## config.mk

```make
export PLATFORM = sky130hd
export DESIGN_NAME = fetch_stage_flat
export DESIGN_NICKNAME = d
export VERILOG_FILES = /design/src/rtl/fetch_stage_if.sv /design/src/rtl/fetch_stage.sv /design/src/flat_wrapper.sv
export SDC_FILE = /design/constraint.sdc
export NUM_CORES = 1
export LEC_CHECK = 0
export ABC_AREA = 1
export CORE_UTILIZATION = 24
export DETAILED_ROUTE_END_ITERATION = 8
export HOLD_SLACK_MARGIN = 0.02
export MAX_ROUTING_LAYER = met4
export SETUP_SLACK_MARGIN = 0.02
export SYNTH_ARGS = -nofsm -noshare
export SYNTH_HDL_FRONTEND = slang
export SYNTH_SLANG_ARGS = --single-unit
export TNS_END_PERCENT = 20
```

## constraint.sdc

```tcl
create_clock -name clk -period 3.4 [get_ports clk]
set_input_delay 0.51 -clock clk [delete_from_list [all_inputs] [get_ports clk]]
set_output_delay 0.51 -clock clk [all_outputs]
set_load 0.01 [all_outputs]
```

## src/rtl/fetch_stage_if.sv

```systemverilog
// Fetch-stage bundle: control inputs, next-PC/instruction-memory connections and the F/D register outputs.
// Latency: none (wires only).
// Backpressure: stall is carried as a plain level; there is no handshake.
// Ports (master = fetch stage side):
//   in : stall, req, eret_d, epc, next_pc, branch_d, i_inst_rdata
//   out: pc, i_inst_addr, d_pc, d_instr, d_bd, d_exccode
interface fetch_stage_if;
  logic        stall;
  logic        req;
  logic        eret_d;
  logic [31:0] epc;
  logic [31:0] next_pc;
  logic        branch_d;
  logic [31:0] i_inst_rdata;
  logic [31:0] pc;
  logic [31:0] i_inst_addr;
  logic [31:0] d_pc;
  logic [31:0] d_instr;
  logic        d_bd;
  logic [4:0]  d_exccode;

  modport master (
    input  stall, req, eret_d, epc, next_pc, branch_d, i_inst_rdata,
    output pc, i_inst_addr, d_pc, d_instr, d_bd, d_exccode
  );

  modport slave (
    output stall, req, eret_d, epc, next_pc, branch_d, i_inst_rdata,
    input  pc, i_inst_addr, d_pc, d_instr, d_bd, d_exccode
  );
endinterface

```

## src/rtl/fetch_stage.sv

```systemverilog
// MIPS instruction-fetch stage: architectural PC, I-memory address, F/D pipeline register.
// Latency: fetched word appears on d_* one clock after its address is on pc.
// Backpressure: stall freezes pc and d_*; req (exception/interrupt) overrides stall.
// Ports: clk, reset (async active-high); bus (fetch_stage_if.master) carries the
//   control inputs, next_pc, i_inst_rdata, and the pc / i_inst_addr / d_* outputs.
module fetch_stage #(
  parameter logic [31:0] RESET_PC   = 32'h0000_3000,
  parameter logic [31:0] HANDLER_PC = 32'h0000_4180,
  parameter logic [31:0] TEXT_LO    = 32'h0000_3000,
  parameter logic [31:0] TEXT_HI    = 32'h0000_6ffc
) (
  input  logic           clk,
  input  logic           reset,
  fetch_stage_if.master  bus
);

  localparam logic [4:0] EXC_NONE = 5'd0;
  localparam logic [4:0] EXC_ADEL = 5'd4;

  logic [31:0] pc_q;
  logic [31:0] d_pc_q;
  logic [31:0] d_instr_q;
  logic        d_bd_q;
  logic [4:0]  d_exccode_q;

  // Fetch address error: misaligned or outside the text segment (unsigned compares).
  logic        f_adel;
  logic [31:0] f_instr;
  logic [4:0]  f_exccode;

  always_comb begin
    f_adel    = (pc_q[1:0] != 2'b00) || (pc_q < TEXT_LO) || (pc_q > TEXT_HI);
    f_instr   = f_adel ? 32'd0 : bus.i_inst_rdata;
    f_exccode = f_adel ? EXC_ADEL : EXC_NONE;
  end

  always_ff @(posedge clk or posedge reset) begin
    if (reset) begin
      pc_q        <= RESET_PC;
      d_pc_q      <= 32'd0;
      d_instr_q   <= 32'd0;
      d_bd_q      <= 1'b0;
      d_exccode_q <= EXC_NONE;
    end else if (bus.req) begin
      // Redirect to the handler; D gets a bubble tagged with the handler address.
      pc_q        <= HANDLER_PC;
      d_pc_q      <= HANDLER_PC;
      d_instr_q   <= 32'd0;
      d_bd_q      <= 1'b0;
      d_exccode_q <= EXC_NONE;
    end else if (bus.stall) begin
      pc_q        <= pc_q;
      d_pc_q      <= d_pc_q;
      d_instr_q   <= d_instr_q;
      d_bd_q      <= d_bd_q;
      d_exccode_q <= d_exccode_q;
    end else if (bus.eret_d) begin
      // eret has no delay slot: squash the F word, including any fetch error it carried.
      pc_q        <= bus.epc;
      d_pc_q      <= pc_q;
      d_instr_q   <= 32'd0;
      d_bd_q      <= 1'b0;
      d_exccode_q <= EXC_NONE;
    end else begin
      pc_q        <= bus.next_pc;
      d_pc_q      <= pc_q;
      d_instr_q   <= f_instr;
      d_bd_q      <= bus.branch_d;
      d_exccode_q <= f_exccode;
    end
  end

  assign bus.pc          = pc_q;
  assign bus.i_inst_addr = pc_q;
  assign bus.d_pc        = d_pc_q;
  assign bus.d_instr     = d_instr_q;
  assign bus.d_bd        = d_bd_q;
  assign bus.d_exccode   = d_exccode_q;

endmodule

```

## src/flat_wrapper.sv

```systemverilog
// flat-port wrapper written by rule: the top's interface ports become plain ports
module fetch_stage_flat 
#(
  parameter logic [31:0] RESET_PC   = 32'h0000_3000,
  parameter logic [31:0] HANDLER_PC = 32'h0000_4180,
  parameter logic [31:0] TEXT_LO    = 32'h0000_3000,
  parameter logic [31:0] TEXT_HI    = 32'h0000_6ffc
)
  (clk, reset, bus_stall, bus_req, bus_eret_d, bus_epc, bus_next_pc, bus_branch_d, bus_i_inst_rdata, bus_pc, bus_i_inst_addr, bus_d_pc, bus_d_instr, bus_d_bd, bus_d_exccode);
  fetch_stage_if bus_i ();
  input  logic clk;
  input  logic reset;
  input wire logic [$bits(bus_i.stall)-1:0] bus_stall;
  input wire logic [$bits(bus_i.req)-1:0] bus_req;
  input wire logic [$bits(bus_i.eret_d)-1:0] bus_eret_d;
  input wire logic [$bits(bus_i.epc)-1:0] bus_epc;
  input wire logic [$bits(bus_i.next_pc)-1:0] bus_next_pc;
  input wire logic [$bits(bus_i.branch_d)-1:0] bus_branch_d;
  input wire logic [$bits(bus_i.i_inst_rdata)-1:0] bus_i_inst_rdata;
  output wire logic [$bits(bus_i.pc)-1:0] bus_pc;
  output wire logic [$bits(bus_i.i_inst_addr)-1:0] bus_i_inst_addr;
  output wire logic [$bits(bus_i.d_pc)-1:0] bus_d_pc;
  output wire logic [$bits(bus_i.d_instr)-1:0] bus_d_instr;
  output wire logic [$bits(bus_i.d_bd)-1:0] bus_d_bd;
  output wire logic [$bits(bus_i.d_exccode)-1:0] bus_d_exccode;
  assign bus_i.stall = bus_stall;
  assign bus_i.req = bus_req;
  assign bus_i.eret_d = bus_eret_d;
  assign bus_i.epc = bus_epc;
  assign bus_i.next_pc = bus_next_pc;
  assign bus_i.branch_d = bus_branch_d;
  assign bus_i.i_inst_rdata = bus_i_inst_rdata;
  assign bus_pc = bus_i.pc;
  assign bus_i_inst_addr = bus_i.i_inst_addr;
  assign bus_d_pc = bus_i.d_pc;
  assign bus_d_instr = bus_i.d_instr;
  assign bus_d_bd = bus_i.d_bd;
  assign bus_d_exccode = bus_i.d_exccode;
  fetch_stage #(.RESET_PC(RESET_PC), .HANDLER_PC(HANDLER_PC), .TEXT_LO(TEXT_LO), .TEXT_HI(TEXT_HI)) u_core (.clk(clk), .reset(reset), .bus(bus_i));
endmodule
```

# ---- After elaboration in Yosys (flattened, before gate mapping)
# Cells that the tools add are included.
dict set report classes {
  n_lt_le_gt_ge 2
  eq_ne 1
  n_mux 16
  reduce_logical 3
}
# op n
set ops {}
lappend ops {{two-way mux 32 bit} 9}
lappend ops {{> comparator 32 x 15 -> 1 bit (second input constant)} 1}
lappend ops {{< comparator 32 x 14 -> 1 bit (second input constant)} 1}
lappend ops {{two-way mux 5 bit} 3}
lappend ops {{two-way mux 1 bit} 3}
lappend ops {{two-way mux 3 bit} 1}
lappend ops {{logical OR 1 bit} 2}
lappend ops {{inequality test 2 x 1 -> 1 bit (second input constant)} 1}
lappend ops {{nonzero test 2 bit} 1}
dict set report totals {
  regBits 102
  in_bits 102
  out_inout_bits 134
  elab_cells 27
}

# ---- Depth between registers and ports, before layout
# Gate-level depths: netlist of run 1.
dict set report logic_depth {
  word_depth 7
  mapped_depth 8
  mapped_depth_nobuf 7
}

# ---- Least setup slack after synthesis of run 1
# No wires, ideal clock.
dict set report synth_timing {
  path_kind {input port to flip-flop}
  start {input port bus_eret_d}
  end {register u_core.d_instr_q[0], in the netlist u_core.bus.d_instr[0]}
  setup_ps 65
  arrival_ps 1201
  required_ps 3335
  setup_slack_ps 2134
  stages 7
  path_buffers 2
  cell_sequence {buf_2 > nor2_2 > nand2_2 > buf_2 > nor2_1 > nand2_1 > nand2_1}
}
dict set report synth_via {
  elab_chain_cells 3
}
# element line_no
set synth_rtl {}
lappend synth_rtl {{start: declaration} flat_wrapper.sv:15} ;# input wire logic [$bits(bus_i.eret_d)-1:0] bus_eret_d;
lappend synth_rtl {{two-way mux 32 bit} fetch_stage.sv:57} ;# end else if (bus.eret_d) begin
lappend synth_rtl {{two-way mux 32 bit} fetch_stage.sv:51} ;# end else if (bus.stall) begin
lappend synth_rtl {{two-way mux 32 bit} fetch_stage.sv:44} ;# end else if (bus.req) begin
lappend synth_rtl {{end signal: assignment} fetch_stage.sv:54} ;# d_instr_q <= d_instr_q;
lappend synth_rtl {{end signal: assignment} fetch_stage.sv:67} ;# d_instr_q <= f_instr;
lappend synth_rtl {{end: declaration} fetch_stage.sv:22} ;# logic [31:0] d_instr_q;
# No other way between the ends. The select of a mux whose other input is x is not followed.
# A chain may end at the register's enable or synchronous reset.

# ---- Worst setup path after layout of run 1
dict set report layout_timing {
  start {register u_core.pc_q[12], in the netlist u_core.bus.i_inst_addr[12]}
  end {output port bus_pc[12]}
}
# element line_no
set layout_rtl {}
lappend layout_rtl {{start: declaration} fetch_stage.sv:20} ;# logic [31:0] pc_q;
lappend layout_rtl {{start signal: assignment} fetch_stage.sv:52} ;# pc_q <= pc_q;
lappend layout_rtl {{start signal: assignment} fetch_stage.sv:59} ;# pc_q <= bus.epc;
lappend layout_rtl {{start signal: assignment} fetch_stage.sv:65} ;# pc_q <= bus.next_pc;
lappend layout_rtl {{end: declaration} flat_wrapper.sv:20} ;# output wire logic [$bits(bus_i.pc)-1:0] bus_pc;
# No word-level cell between the ends.

==> run metrics, run 1 <==
Initial Utilization between 20% and 30%; clock tree from TritonCTS done; combinational share of power between 10% and 20%; Syn. warnings 0; power density of the placed cells 397.2 nW/µm²; setup_tns 0 ns; WP data arrival approximately 1.5 ns; max-slew violation total from the final report 0; global-route wire length before repair between 20 and 25 mm; status completed; number of buffers added by the clock tree synthesis step 9; wire length reported by the detailed router roughly 14 mm; shortest period the worst path allows 2.002 ns; setup repair after global routing missed its margin false; static leakage power roughly 3.3 nW; post-route worst setup slack 1.398 ns; Slowest cell on crit path sky130_fd_sc_hd__dfstp_2; number of standard cells after synthesis about 520; Max Cap Viol 0; WP buf/inv 1; largest clock skew in the final design 0.009052 ns; GR Overflow Total 0; clock root buffer sky130_fd_sc_hd__clkbuf_16; Clk Latency, worst-skew pair between 0.3 and 0.4 ns; Worst Setup End Kind primary output; fraction of the yosys area taken by sequential cells around 54%; I/O pin total 236; Synth-to-Final Area Change 56.85%; # H-tree levels 3; Mean Syn Cell Area between 8 and 9 µm²; met3 Usage GRT under 10%; commonest non-fill, non-tap cells in the layout sky130_fd_sc_hd__clkdlybuf4s50_1, sky130_fd_sc_hd__nand2_1, sky130_fd_sc_hd__dfrtp_1; count of distinct cell types in the synthesized netlist 24; Critical Path Max Stage Delay around 0.60 ns; antenna violations before repair 0; number of buffers on the longest clock path 2; routed via count divided by cell count 4.157; combined global-route utilization of all metal layers between 10 and 15%; Final Hold Slack 0.4783 ns; net switching share of the total power between 20% and 30%; Seq pwr share 43.7%; ratio of cells with drive above 1 in the final layout under 10%; Reg clk slew, reported paths roughly 0.070 ns; Netlist Area Pre-Place 4584 µm²; post-CTS repair timing setup buffer count 0; met2 Resource Use GR between 20% and 30%; via count of the first global-routing pass 3873; internal power consumption 0.002146 W; number of core rows 50; core footprint roughly 19000 µm²; Pre-Repair DR Iteration Count 4; maximum operating frequency 0.4996 GHz; leading cell type in the layout, fill and taps excluded sky130_fd_sc_hd__clkdlybuf4s50_1; crit-path leading delay family flip-flops; ant diodes 0; count of buffers from port buffering 231; Max-slew headroom around half; hold_buf cts 0; worst min-delay path category reg2reg; overall power of the completed layout 0.002856 W; horizontal die dimension 140.2 µm; Startpoint Class register; antenna violation net count after detailed routing 0; Clock power frac between 30% and 40%; Gates resized, CTS repair 0; nets 814; number of DRC markers in iteration 0 between 100 and 150; number of synthesized register bits 98; kind of critical path reg2out; final setup fails 0; pin count of the biggest net entering global routing 52; final worst-path cycle share between 50% and 60%; dpl ws roughly 1.2 ns; total of fill cells in the finished design roughly 1900; global placer's final weighted congestion about 0.77; transition time at the pin with the least slew margin ~0.74 ns; sw power about 0.00071 W; number of sinks driven by the clock tree 98; die area between 15000 and 20000 µm²; maximum VDD drop between 200 and 250 µV; die height approximately 140 µm; Hold Vio Cnt, Final 0; required time at the worst-slack endpoint roughly 2.9 ns; Most Crowded Layer GR met2; residual DRC count 0; total via count after detailed routing around 4000; critical-path cell list clkdlybuf4s50_1; critical-path maximum fanout 5; detail-routed net length per standard cell 14.26 µm; GR Util met1 approximately 18%; sum of net half-perimeters after detailed placement between 9 and 10 mm
kinds of logic (layout without fill, tap and decap cells):
logic type / Yosys count / in the layout / share of synthesized area (%)
DFF: 98 / 98 / 53.55
buffers and inverters: 133 / 325 / 15.09
muxes: 29 / 29 / 6.332
and+or+nand+nor: 193 / 193 / 16.48
AOI/OAI and AO/OA: 68 / 68 / 8.460
other: 1 / 4 / 0.08180
sequential cells by signal, indices dropped and copies added, names as in the netlist:
name                    cells
u_core.bus.d_exccode        1
u_core.bus.d_pc            32
u_core.bus.i_inst_addr     32
u_core.bus.d_bd             1
u_core.bus.d_instr         32
metal layers:
layer / vias up / routed length [µm]
met3: 12 / 899
met2: 147 / 6259
met1: 1820 / 6211
met5: - / 0
met4: 0 / 189
li1: 1974 / -
cells in the mapped netlist:
master	number	area [µm²]
sky130_fd_sc_hd__dfrtp_1	96	2402
sky130_fd_sc_hd__o21bai_1	1	7.510
sky130_fd_sc_hd__o22ai_1	32	200.2
sky130_fd_sc_hd__nor2_4	1	11.26
sky130_fd_sc_hd__nor2_2	1	6.260
sky130_fd_sc_hd__o21ai_0	28	140.1
sky130_fd_sc_hd__nand2_2	2	12.51
sky130_fd_sc_hd__nand3_2	1	10.01
sky130_fd_sc_hd__conb_1	1	3.750
sky130_fd_sc_hd__nand3_1	3	15.01
sky130_fd_sc_hd__nor3_2	1	10.01
sky130_fd_sc_hd__inv_1	69	259.0
sky130_fd_sc_hd__mux2i_1	29	290.3
sky130_fd_sc_hd__o21ai_1	5	25.02
sky130_fd_sc_hd__a21oi_1	1	5.000
sky130_fd_sc_hd__buf_4	40	300.3
sky130_fd_sc_hd__a32o_1	1	10.01
sky130_fd_sc_hd__clkbuf_1	2	7.510
sky130_fd_sc_hd__buf_6	3	33.78
sky130_fd_sc_hd__nor2_1	42	157.7
sky130_fd_sc_hd__nand2_1	142	533.0
sky130_fd_sc_hd__inv_2	3	11.26
sky130_fd_sc_hd__dfstp_2	2	52.55
sky130_fd_sc_hd__buf_2	16	80.08
final timing paths:
path	end	from	slack, ns	cells after the start
max	bus_pc[12]	u_core.bus.i_inst_addr[12]	1.40	1
min	u_core.bus.d_instr[10]	u_core.bus.d_instr[10]	0.48	2
max reg2reg	u_core.bus.d_instr[24]	u_core.bus.i_inst_addr[30]	1.54	7
min reg2reg	u_core.bus.d_instr[10]	u_core.bus.d_instr[10]	0.48	2
max in group asynchronous	u_core.bus.i_inst_addr[13]	reset	2.07	3
min in group asynchronous	u_core.bus.d_pc[4]	reset	0.62	2
through the flow:
stage / util, % / std cells / area [µm²]
6_report: 38.44 / 951 / 7191
5_1_grt: 38.44 / 951 / 7191
4_1_cts: 38.44 / 951 / 7191
3_5_place_dp: 36.68 / 935 / 6862
3_3_place_gp: 36.68 / 935 / 6862
2_1_floorplan: - / 525 / 4596
power by group through the flow:
stage               clock network (W)  registers (W)  logic (W)
floorplan                           0        0.00128   0.000208
global placement                    0        0.00127   0.000493
detailed placement                  0        0.00127   0.000493
CTS                           0.00117        0.00125   0.000496
global route                  0.00122        0.00126   0.000527
finish                        0.00112        0.00125   0.000485
cell type report:
class                   instances  area, µm²  area share, %
clock inverters                 6      90.09          1.253
well taps                     234      292.8          4.072
flip-flops and latches         98       2455          34.14
inverters                      72      272.8          3.793
multi-input cells             294       1451          20.18
repair buffers                237       2390          33.23
clock buffers                  10      239.0          3.323
Note: power is estimated with default switching activity, not from simulation.
==> inputs of run 2 (changes only) <==
==> constraint.sdc (replaced) <==
create_clock -name clk -period 1.9 [get_ports clk]
set_input_delay 0.285 -clock clk [delete_from_list [all_inputs] [get_ports clk]]
set_output_delay 0.285 -clock clk [all_outputs]
set_load 0.01 [all_outputs]
==> run 2 against run 1 <==
Net effect:
- combinational power up 85%
- highest routed layer unchanged
- wire length increased by 2.5%
- register-to-register slack got worse by 1.1 ns
- via count increased by 0.15%
- non-clock buffer count is 9 higher
- utilization rose by 0.37 points
- final area increased by 0.96%
- sequential cell count is the same
- clock power grew 56%
==> run metrics, run 2 (synthesis results as in run 1) <==
clock tree from TritonCTS done; setup_tns 0 ns (unchanged); hold_buf cts 0 (unchanged); static leakage power 3.378 nW (+0.84%); count of buffers from port buffering 231 (unchanged); WP data arrival 1.52 ns (+0.03 ns); total of fill cells in the finished design 1882 (-1.1%); detail-routed net length per standard cell 14.48 µm (+1.6%); wire length reported by the detailed router 13.90 mm (+2.5%); number of cell instances on the worst register-to-register path 8 (+1); status completed; non-filler cells in the finished layout 960 (+0.95%); maximum VDD drop 381.0 µV (+81%); Gates resized, CTS repair 0 (unchanged); Hold Vio Cnt, Final 0 (unchanged); ant diodes 0 (unchanged); die area 19660 µm² (unchanged); final setup fails 0 (unchanged); core footprint 18710 µm² (unchanged); horizontal die dimension 140.2 µm (unchanged); maximum operating frequency between 0.5 and 0.6 GHz; Initial Utilization 24.51% (unchanged); Max Cap Viol 0 (unchanged); slack of the worst reg-to-reg path 0.43 ns (-1.11 ns); power density of the placed cells 673.1 nW/µm² (+69%); register area 2455 µm² (unchanged); global-route wire length before repair 21.57 mm (+1.7%); number of DRC markers in iteration 0 155 (+14%); shortest period the worst path allows roughly 1.8 ns; overall power of the completed layout 0.004887 W (+71%); Slowest cell on crit path sky130_fd_sc_hd__dfstp_2; FF-to-FF Start u_core.bus.i_inst_addr[29]; sum of net half-perimeters after detailed placement 10.04 mm (+2.6%); number of core rows 50 (unchanged); via count of the first global-routing pass 3969 (+2.5%); ratio of cells with drive above 1 in the final layout 6.198% (+1.2 points); number of buffers on the longest clock path 2 (unchanged); critical-path cell list clkdlybuf4s50_1; Critical Path Max Stage Delay 0.61 ns (about the same); largest clock skew in the final design 0.005856 ns (-0.003195 ns); crit-path leading delay family flip-flops; I/O pin total 236 (unchanged); nets 823 (+1.1%); global placer's final weighted congestion 0.7510 (-2.0%); pin count of the biggest net entering global routing 47 (-9.6%); post-CTS repair timing setup buffer count 0 (unchanged); required time at the worst-slack endpoint 1.62 ns (-1.27 ns); die height 140.2 µm (unchanged); antenna violations before repair 0 (unchanged); Synth-to-Final Area Change 58.35%; Pre-Repair DR Iteration Count 5 (+1); max-slew violation total from the final report 0 (unchanged); setup repair after global routing missed its margin false; kind of critical path reg2out; leading cell type in the layout, fill and taps excluded sky130_fd_sc_hd__clkdlybuf4s50_1; Startpoint Class register; worst min-delay path category in2async; # H-tree levels 3 (unchanged); Reg clk slew, reported paths 0.07 ns (about the same); number of buffers added by the clock tree synthesis step 9 (unchanged); number of sinks driven by the clock tree 98 (unchanged); antenna violation net count after detailed routing 0 (unchanged); R2R Path End u_core.bus.d_instr[28]; Clk Latency, worst-skew pair 0.35 ns (about the same); Multi-input gate area 1451 µm² (unchanged); clock root buffer sky130_fd_sc_hd__clkbuf_16; commonest non-fill, non-tap cells in the layout sky130_fd_sc_hd__clkdlybuf4s50_1, sky130_fd_sc_hd__nand2_1, sky130_fd_sc_hd__dfrtp_1; residual DRC count 0 (unchanged); WP buf/inv 1 (unchanged); GR Overflow Total 0 (unchanged); final worst-path cycle share a little over nine tenths; DP Cell Count 944 (+0.96%); total via count after detailed routing 3959 (+0.15%); critical-path maximum fanout 5 (unchanged); routed via count divided by cell count 4.124 (-0.79%); Worst Setup End Kind primary output; combined global-route utilization of all metal layers 14.81% (+0.25 points)
-- run 2: changes by cell type in the layout (fill, tap and decap cells not counted) --
cell,change
sky130_fd_sc_hd__buf_12,+4
sky130_fd_sc_hd__buf_4,+5
sky130_fd_sc_hd__bufinv_16,-2
sky130_fd_sc_hd__clkbuf_8,-1
sky130_fd_sc_hd__clkinv_4,-1
sky130_fd_sc_hd__clkinvlp_4,+3
sky130_fd_sc_hd__inv_4,-1
sky130_fd_sc_hd__inv_6,+2
-- run 2: cell type report --
| cell class | count | share of cell area (%) |
|---|---|---|
| clock buffers | 9 | 3.102 |
| clock inverters | 7 | 0.7411 |
| inverters | 72 | 3.775 |
| multi-input cells | 294 | 19.99 |
| flip-flops and latches | 98 | 33.82 |
| well taps | 234 | 4.033 |
| repair buffers | 246 | 34.54 |
-- run 2: power breakdown --
part	switching [W]	internal (W)
Sequential	0.0000715	0.00216
Clock	0.000857	0.000898
Combinational	0.000391	0.000507
Total	0.00132	0.00357
-- run 2: routing by layer --
metal / part of all wire (%) / global-route usage, % / vias up
li1: - / - / 1991
met1: 44 / 17.82 / 1806
met2: 48 / 24.37 / 156
met3: 7.2 / 4.650 / 6
met4: 0.70 / 2.950 / 0
met5: 0 / - / -
-- run 2: per-stage QoR --
step | setup slack (ns) | hold WS (ns) | cell area (µm²) | util [%]
5_1_grt | 0.04278 | 0.2697 | 7259 | 38.81
6_report | 0.09678 | 0.2565 | 7259 | 38.81
3_5_place_dp | 0.2125 | 0.4675 | 6980 | 37.32
3_3_place_gp | 0.2729 | 0.4623 | 6980 | 37.32
2_1_floorplan | 0.4550 | 0.3814 | 4599 | -
4_1_cts | 0.07209 | 0.2483 | 7259 | 38.81
-- run 2: how the worst max path moves through the flow --
stage,start,end,slack (ns),depth (start not counted)
2_1_floorplan,reset,u_core.bus.d_bd,0.46,1
5_1_grt,u_core.bus.i_inst_addr[13],bus_i_inst_addr[13],0.04,1
3_3_place_gp,bus_req,u_core.bus.d_pc[20],0.27,7
4_1_cts,u_core.bus.i_inst_addr[13],bus_i_inst_addr[13],0.07,1
3_5_place_dp,bus_req,u_core.bus.d_pc[18],0.21,7
6_report,u_core.bus.i_inst_addr[13],bus_i_inst_addr[13],0.1,1
